==> config.mk <==
export PLATFORM = sky130hd
export DESIGN_NAME = unary_bound_arith
export DESIGN_NICKNAME = d
export VERILOG_FILES = /design/src/rtl/unary_bound_arith.sv
export SDC_FILE = /design/constraint.sdc
export NUM_CORES = 1
export LEC_CHECK = 0
export ABC_AREA = 1
export BUFFER_PORTS_ARGS = -buffer_cell sky130_fd_sc_hd__buf_2
export CORE_AREA = 2 2 90 127
export DETAILED_ROUTE_END_ITERATION = 10
export DIE_AREA = 0 0 92 129
export HOLD_SLACK_MARGIN = 0.12
export SYNTH_ARGS = -nofsm -noshare
export SYNTH_HDL_FRONTEND = slang
export SYNTH_SLANG_ARGS = --single-unit
==> constraint.sdc <==
create_clock -name clk -period 6.5 [get_ports clk]
set_input_delay 0 -clock clk [delete_from_list [all_inputs] [get_ports clk]]
set_output_delay 0 -clock clk [all_outputs]
set_load 0.1 [all_outputs]
==> src/rtl/unary_bound_arith.sv <==
`default_nettype none
// ============================================================================
//  Module   : unary_bound_arith
//  Brief    : Bounds-based unary arithmetic over two LEN-bit unary streams.
//             mode 0 emits floor(A*B/LEN) ones, mode 1 emits floor((A+B)/2)
//             ones. Output bits are released as soon as running lower/upper
//             bounds make them certain, with a valid/ready output handshake.
//  Options  : `define UNARY_OVF_FLAG_EN adds a sticky 'ovf' output that flags
//             input bits offered after a stream already holds LEN bits.
//  Revision : 1.0 - initial release
// ============================================================================
module unary_bound_arith #(
  parameter int LEN = 32,
  parameter int CW  = $clog2(LEN + 1),
  parameter int PW  = 2 * CW
) (
  input  logic clk,
  input  logic reset,
  input  logic start,
  input  logic mode,
  input  logic a,
  input  logic a_valid,
  input  logic b,
  input  logic b_valid,
  output logic y,
  output logic y_valid,
  input  logic y_ready,
  output logic done
`ifdef UNARY_OVF_FLAG_EN
  ,
  output logic ovf
`endif
);

  localparam logic [CW-1:0] LEN_C = CW'(LEN);
  localparam logic [PW-1:0] LEN_P = PW'(LEN);
  localparam logic [CW-1:0] ONE_C = CW'(1);

  logic          mode_q;
  logic [CW-1:0] a_ones;
  logic [CW-1:0] a_cnt;
  logic [CW-1:0] b_ones;
  logic [CW-1:0] b_cnt;
  logic [CW-1:0] y_ones;
  logic [CW-1:0] y_cnt;

  logic [CW-1:0] a_hi;
  logic [CW-1:0] b_hi;
  logic [PW-1:0] prod_lo;
  logic [PW-1:0] prod_hi;
  logic [CW:0]   sum_lo;
  logic [CW:0]   sum_hi;
  logic [CW-1:0] y_lo;
  logic [CW-1:0] y_hi;

  logic a_take;
  logic b_take;
  logic slot;
  logic load_one;
  logic load_zero;
  logic xfer;

  // Running bounds on the final result, derived from registered counts only.
  // Unseen input bits are assumed 0 for the lower bound and 1 for the upper.
  always_comb begin
    a_hi    = a_ones + (LEN_C - a_cnt);
    b_hi    = b_ones + (LEN_C - b_cnt);
    prod_lo = PW'(a_ones) * PW'(b_ones);
    prod_hi = PW'(a_hi) * PW'(b_hi);
    sum_lo  = {1'b0, a_ones} + {1'b0, b_ones};
    sum_hi  = {1'b0, a_hi} + {1'b0, b_hi};
    if (mode_q) begin
      y_lo = CW'(sum_lo >> 1);
      y_hi = CW'(sum_hi >> 1);
    end else begin
      y_lo = CW'(prod_lo / LEN_P);
      y_hi = CW'(prod_hi / LEN_P);
    end
  end

  // Input acceptance and output slot decisions; a 1 wins over a 0.
  always_comb begin
    a_take    = a_valid && (a_cnt != LEN_C);
    b_take    = b_valid && (b_cnt != LEN_C);
    xfer      = y_valid && y_ready;
    slot      = (!y_valid || y_ready) && (y_cnt != LEN_C);
    load_one  = slot && (y_ones < y_lo);
    load_zero = slot && !load_one && ((y_cnt - y_ones) < (LEN_C - y_hi));
  end

  // Input stream counters; a bit offered alongside start opens the new frame.
  always_ff @(posedge clk) begin
    if (reset) begin
      mode_q <= 1'b0;
      a_ones <= '0;
      a_cnt  <= '0;
      b_ones <= '0;
      b_cnt  <= '0;
    end else if (start) begin
      mode_q <= mode;
      a_cnt  <= a_valid ? ONE_C : '0;
      a_ones <= CW'(a_valid && a);
      b_cnt  <= b_valid ? ONE_C : '0;
      b_ones <= CW'(b_valid && b);
    end else begin
      if (a_take) begin
        a_cnt  <= a_cnt + ONE_C;
        a_ones <= a_ones + CW'(a);
      end
      if (b_take) begin
        b_cnt  <= b_cnt + ONE_C;
        b_ones <= b_ones + CW'(b);
      end
    end
  end

  // Output register: load a certain bit into a free slot, else hold or drain.
  always_ff @(posedge clk) begin
    if (reset || start) begin
      y       <= 1'b0;
      y_valid <= 1'b0;
      y_ones  <= '0;
      y_cnt   <= '0;
    end else if (load_one) begin
      y       <= 1'b1;
      y_valid <= 1'b1;
      y_ones  <= y_ones + ONE_C;
      y_cnt   <= y_cnt + ONE_C;
    end else if (load_zero) begin
      y       <= 1'b0;
      y_valid <= 1'b1;
      y_cnt   <= y_cnt + ONE_C;
    end else if (xfer) begin
      y_valid <= 1'b0;
    end
  end

  // Frame completion: the presented bit is the last one once y_cnt hits LEN.
  always_ff @(posedge clk) begin
    if (reset || start) begin
      done <= 1'b0;
    end else if (xfer && (y_cnt == LEN_C)) begin
      done <= 1'b1;
    end
  end

`ifdef UNARY_OVF_FLAG_EN
  // Sticky flag for input bits offered to an already full stream.
  always_ff @(posedge clk) begin
    if (reset || start) begin
      ovf <= 1'b0;
    end else if ((a_valid && (a_cnt == LEN_C)) || (b_valid && (b_cnt == LEN_C))) begin
      ovf <= 1'b1;
    end
  end
`endif

endmodule
`default_nettype wire

# [After elaboration in Yosys (flattened, before gate mapping)]
# Index checks and enable logic that the tools add are counted.
[word_totals] ff_bits=40 latchBits=0 ramBits=0 romBits=0 inputBits=9 out_inout_bits=3 elab_cells=72 mem_count=0
[op_classes] add_sub_neg=14 multipliers=2 div=0 order_cmp=2 n_eq_ne=4 shift=0 mux=19 bitwise_logic=0 n_reduce_logical=19
[ops] cell="$mux W6" count=8
[ops] cell="$add A6 B1 Y6 const B" count=4
[ops] cell="$mul A6 B6 Y11" count=2
[ops] cell="$ne A6 B6 Y1 const B" count=3
[ops] cell="$sub A6 B6 Y6 const A" count=3
[ops] cell="$add A6 B6 Y7" count=2
[ops] cell="$add A6 B1 Y6" count=2
[ops] cell="$add A6 B6 Y6" count=2
[ops] cell="$lt A6 B6 Y1" count=2
[ops] cell="$mux W1" count=11
[ops] cell="$logic_and A1 B1 Y1" count=10
[ops] cell="$eq A6 B6 Y1 const B" count=1
[ops] cell="$reduce_bool A2 Y1" count=3
[ops] cell="$sub A6 B6 Y6" count=1
[ops] cell="$reduce_bool A3 Y1" count=1
[ops] cell="$logic_not A1 Y1" count=2
[ops] cell="$logic_or A1 B1 Y1" count=2
[ops] cell="$reduce_or A2 Y1" count=1

# [Longest topological paths before layout]
[depth] ltp_word=9 ltp_mapped=38

# [Least setup slack after synthesis]
# No wires, ideal clock.
[synth_timing] kind="reg2reg" start="register b_ones[1]" end="register y_cnt[2]" setup_ns=0.070 arrival_ns=5.917 path_slack_ns=0.512 path_stages_with_launch=36 period_less_slack_ns=5.988 cell_sequence="dfxtp_1 -> ha_1 -> ha_1 -> fa_1 -> nand2_1 -> nand2_1 -> a21oi_1 -> xor2_1 -> inv_1 -> nand2_1 -> fa_1 -> inv_1 -> fa_1 -> inv_1 -> fa_1 -> inv_1 -> ha_1 -> inv_1 -> o21ai_0 -> a21oi_1 -> nand2_1 -> a21oi_1 -> o21ai_0 -> nand2_1 -> inv_1 -> xor2_1 -> ha_1 -> nand2_1 -> inv_1 -> o21ai_0 -> nand2_1 -> a211oi_1 -> nand2_2 -> nand2_2 -> nand2_1 -> a21oi_1"
[synth_between] elab_chain_len=8 elab_cells_between_ends=16
[synth_lines] element="start, declared" line_no="42" rtl="logic [CW-1:0] b_ones;"
[synth_lines] element="start signal, assigned" line_no="104" rtl="b_ones <= CW'(b_valid && b);"
[synth_lines] element="start signal, assigned" line_no="112" rtl="b_ones <= b_ones + CW'(b);"
[synth_lines] element="parallel branches: the longest is 8 deep, another holds $mul A6 B6 Y11"
[synth_lines] element="end signal, assigned" line_no="128" rtl="y_cnt <= y_cnt + ONE_C;"
[synth_lines] element="end signal, assigned" line_no="132" rtl="y_cnt <= y_cnt + ONE_C;"
[synth_lines] element="end, declared" line_no="45" rtl="logic [CW-1:0] y_cnt;"
# Several ways; the timed one is not identified.
# A chain may end at the register's enable or synchronous reset.

# [Final worst setup path]
[layout_timing] start="register b_cnt[1]" end="register y_cnt[5]"
[layout_between] elab_chain_len=8 elab_cells_between_ends=9
[layout_lines] element="start, declared" line_no="43" rtl="logic [CW-1:0] b_cnt;"
[layout_lines] element="start signal, assigned" line_no="103" rtl="b_cnt <= b_valid ? ONE_C : '0;"
[layout_lines] element="start signal, assigned" line_no="111" rtl="b_cnt <= b_cnt + ONE_C;"
[layout_lines] element="$sub A6 B6 Y6 (*)" line_no="67" rtl="b_hi = b_ones + (LEN_C - b_cnt);"
[layout_lines] element="$add A6 B6 Y6 (*)" line_no="67"
[layout_lines] element="$mul A6 B6 Y11 or $add A6 B6 Y7 (tied branches)" line_no="69, 71"
[layout_lines] element="$mux W6 (*)" line_no="72" rtl="if (mode_q) begin"
[layout_lines] element="$sub A6 B6 Y6 (*)" line_no="88" rtl="load_zero = slot && !load_one && ((y_cnt - y_ones) < (LEN_C - y_hi));"
[layout_lines] element="$lt A6 B6 Y1 (*)" line_no="88"
[layout_lines] element="$logic_and A1 B1 Y1 (*)" line_no="88"
[layout_lines] element="$reduce_bool A2 Y1 (no source line) (*)"
# Mark *: on every way between the ends. The rest lies on a longest branch, timed or not.

==> results.sh <==
export IMPL_outcome="complete, no violations"
export IMPL_dieArea_sq_um=11900
export IMPL_dr_pass1_iters=5
export IMPL_grt_pass1_vias=4616
export IMPL_crit_path_frequent_cell="inv_1"
export IMPL_num_antenna_cells=0
export IMPL_fin_crit_ns=6.20
export IMPL_setup_tns_ns=0
export IMPL_setup_violations=0
export IMPL_clockBufferDepth=2
export IMPL_pin_count=12
export IMPL_cts_tree="built"
export IMPL_slew_headroom_pct=60.2
export IMPL_async_reset_ff_share_pct=0
export IMPL_area_growth_pct=12.5
export IMPL_layout_drive_gt1_share_pct=8.18
export IMPL_synth_most_common_cell="nand2_1"
export IMPL_fin_cells=923
export IMPL_synth_edf_count=0
export IMPL_path_clk_slew_ns=0.06
export IMPL_placed_cells=904
export IMPL_fin_worst_skew_ns=0.00593
export IMPL_grt_busiest_layer="met2"
export IMPL_gr_usage_met2_pct=41.1
export IMPL_die_h_um=129
export IMPL_dpl_cell_area_sq_um=5580
export IMPL_coreArea_sq_um=10700
export IMPL_setup_worst_path_class="flip-flop to flip-flop"
export IMPL_crit_arrival_ns=6.34
export IMPL_synth_nets=877
export IMPL_timing_hold_ws_ns=0.120
export IMPL_drv_cap=0
export IMPL_critPathLaunchType="flip-flop"
export IMPL_slew_viol_final=0
export IMPL_cts_max_level=2
export IMPL_ys_seq_area_share_pct=15.2
export IMPL_synth_area_sq_um=5270
export IMPL_clk_latency_ns=0.29
export IMPL_cts_made_buffers=5
export IMPL_ir_worst_vdd_v=0.000123
export IMPL_total_leakage_power_nw=3.14
export IMPL_p_total_mw=1.36
export IMPL_crit_path_top_delay_cell="fa_1"
export IMPL_hpwl_mm=10.1
export IMPL_drc=0
export IMPL_hold_class="primary input to flip-flop"
export IMPL_grt_max_degree=17
export IMPL_finalHoldViolCount=0
export IMPL_start_util_pct=49.3
export IMPL_crit_path_end_kind="flip-flop"
export IMPL_p_per_area_nw_per_um2=229
export IMPL_nets=912
export IMPL_via_per_inst=5.07
export IMPL_syn_avg_cell_area_sq_um=7.06
export IMPL_cp_max_fo=5
export IMPL_ys_warn_count=0
export IMPL_yosysTopAreaCellShare_pct=20.7
export IMPL_tightestPinTransition_ns=0.597
export IMPL_design_area_sq_um=5930
export IMPL_synthTopCellsByCount="nand2_1, inv_1, ha_1"
export IMPL_fmax_mhz=161
export IMPL_place_ws_ns=0.0651
export IMPL_yosys_most_used_dff="dfxtp_1"
export IMPL_rows=45
export IMPL_routed_via_count=4684
export IMPL_wl_per_cell_um=13.4
export IMPL_io_buffers=11
export IMPL_synthTopCellsByArea="ha_1, dfxtp_1, fa_1, nand2_1, inv_1"
export IMPL_grt_pass1_wl_mm=21.0
export IMPL_critPathMaxStageDelay_ns=0.54
export IMPL_worstPathRequired_ns=6.64
export IMPL_place_congestion=0.899
export IMPL_postRouteAntennaNets=0
export IMPL_yosys_area_top_type="ha_1"
export IMPL_clock_sinks=40
export IMPL_gr_total_overflow=0
export IMPL_synth_cell_type_count=38
export IMPL_synthesis_instances=746
export IMPL_use_met3_pct=1.99
export IMPL_fin_util_pct=55.4
export IMPL_routed_wl_mm=12.4
export IMPL_gr_usage_all_layers_pct=21.7
export IMPL_period_share_pct=95.4
export IMPL_drt_iter0_drc=150
export IMPL_ys_seq_elements=40
export IMPL_grt_use_met1_pct=26.0
export IMPL_setup_ws_ns=0.298
export IMPL_die_w_um=92
export IMPL_clockRootBuffer="clkbuf_16"
export IMPL_antenna_found_initial=0
[sequential cells by signal (all words and copies together), names as in the netlist]
signal / cells
a_cnt: 6
done: 1
mode_q: 1
y: 1
y_cnt: 6
b_cnt: 6
y_valid: 1
b_ones: 6
y_ones: 6
a_ones: 6
[worst max-delay path: cells and delay by family (launching register included)]
family                   cells  cell delay, ns
buffers and inverters        9            0.66
XOR/XNOR                     2            0.27
AND/OR/NAND/NOR              9            0.69
flip-flops                   1            0.36
AO/OA/AOI/OAI                8            1.08
adder cells (fa/ha/maj)      8            2.98
[cell usage in the layout, fill, tap and decap left out, drive strengths merged, types with 2 or more instances in the layout]
cell type | synthesis | layout
nand2 | 163 | 163
inv | 158 | 158
ha | 87 | 87
nor2 | 58 | 58
a21oi | 50 | 50
dfxtp | 40 | 40
fa | 35 | 35
nand3 | 33 | 33
buf | 2 | 32
o21ai | 26 | 26
xor2 | 25 | 25
xnor2 | 10 | 10
nand4 | 10 | 10
nor3 | 9 | 9
dlygate4sd3 | 0 | 6
a211oi | 6 | 6
clkbuf | 8 | 5
nand3b | 3 | 3
a31oi | 3 | 3
nor4 | 3 | 3
or2 | 2 | 2
a21o | 2 | 2
a221oi | 2 | 2
clkinv | 1 | 2
[per-layer routing]
metal,vias up,share of wire [%]
met5,-,0
met4,0,1.9
met3,17,1.8
met2,52,53
met1,2181,43
li1,2434,-
[cells by family after synthesis]
logic type / share of synthesized area [%]
compound gates: 10.3
xor+xnor: 5.82
fa+ha+maj: 34.0
buf+inv: 12.2
flops: 15.2
simple gates: 22.5
[power breakdown]
part | internal [mW] | switching, mW | total [mW]
logic | 0.330 | 0.479 | 0.809
clock network | 0.180 | 0.105 | 0.285
registers | 0.254 | 0.0104 | 0.265
[final timing paths]
check / endpoint / from / slack (ns) / depth (start not counted)
max: y_cnt[5] / b_cnt[1] / 0.30 / 36
min: b_cnt[0] / b_valid / 0.12 / 5
max reg2reg: y_cnt[5] / b_cnt[1] / 0.30 / 36
min reg2reg: y / y / 0.46 / 2
[final cells by class]
cell class / count / area, sq um
multi-input combinational: 537 / 3910
tap: 141 / 176
clock buffer: 5 / 125
inverter: 159 / 597
clock inverter: 3 / 42.5
fill: 1083 / 4770
timing repair buffer: 38 / 277
sequential: 40 / 805
[what timing repair did]
action / CTS / global route
hold buffers: 6 / 0
buffers inserted: 0 / 5
hold endpoints to repair: 8 / 0
endpoints found under the setup margin: 0 / 8
gates resized for setup: 0 / 20
Power figures use the tool's default switching activity.
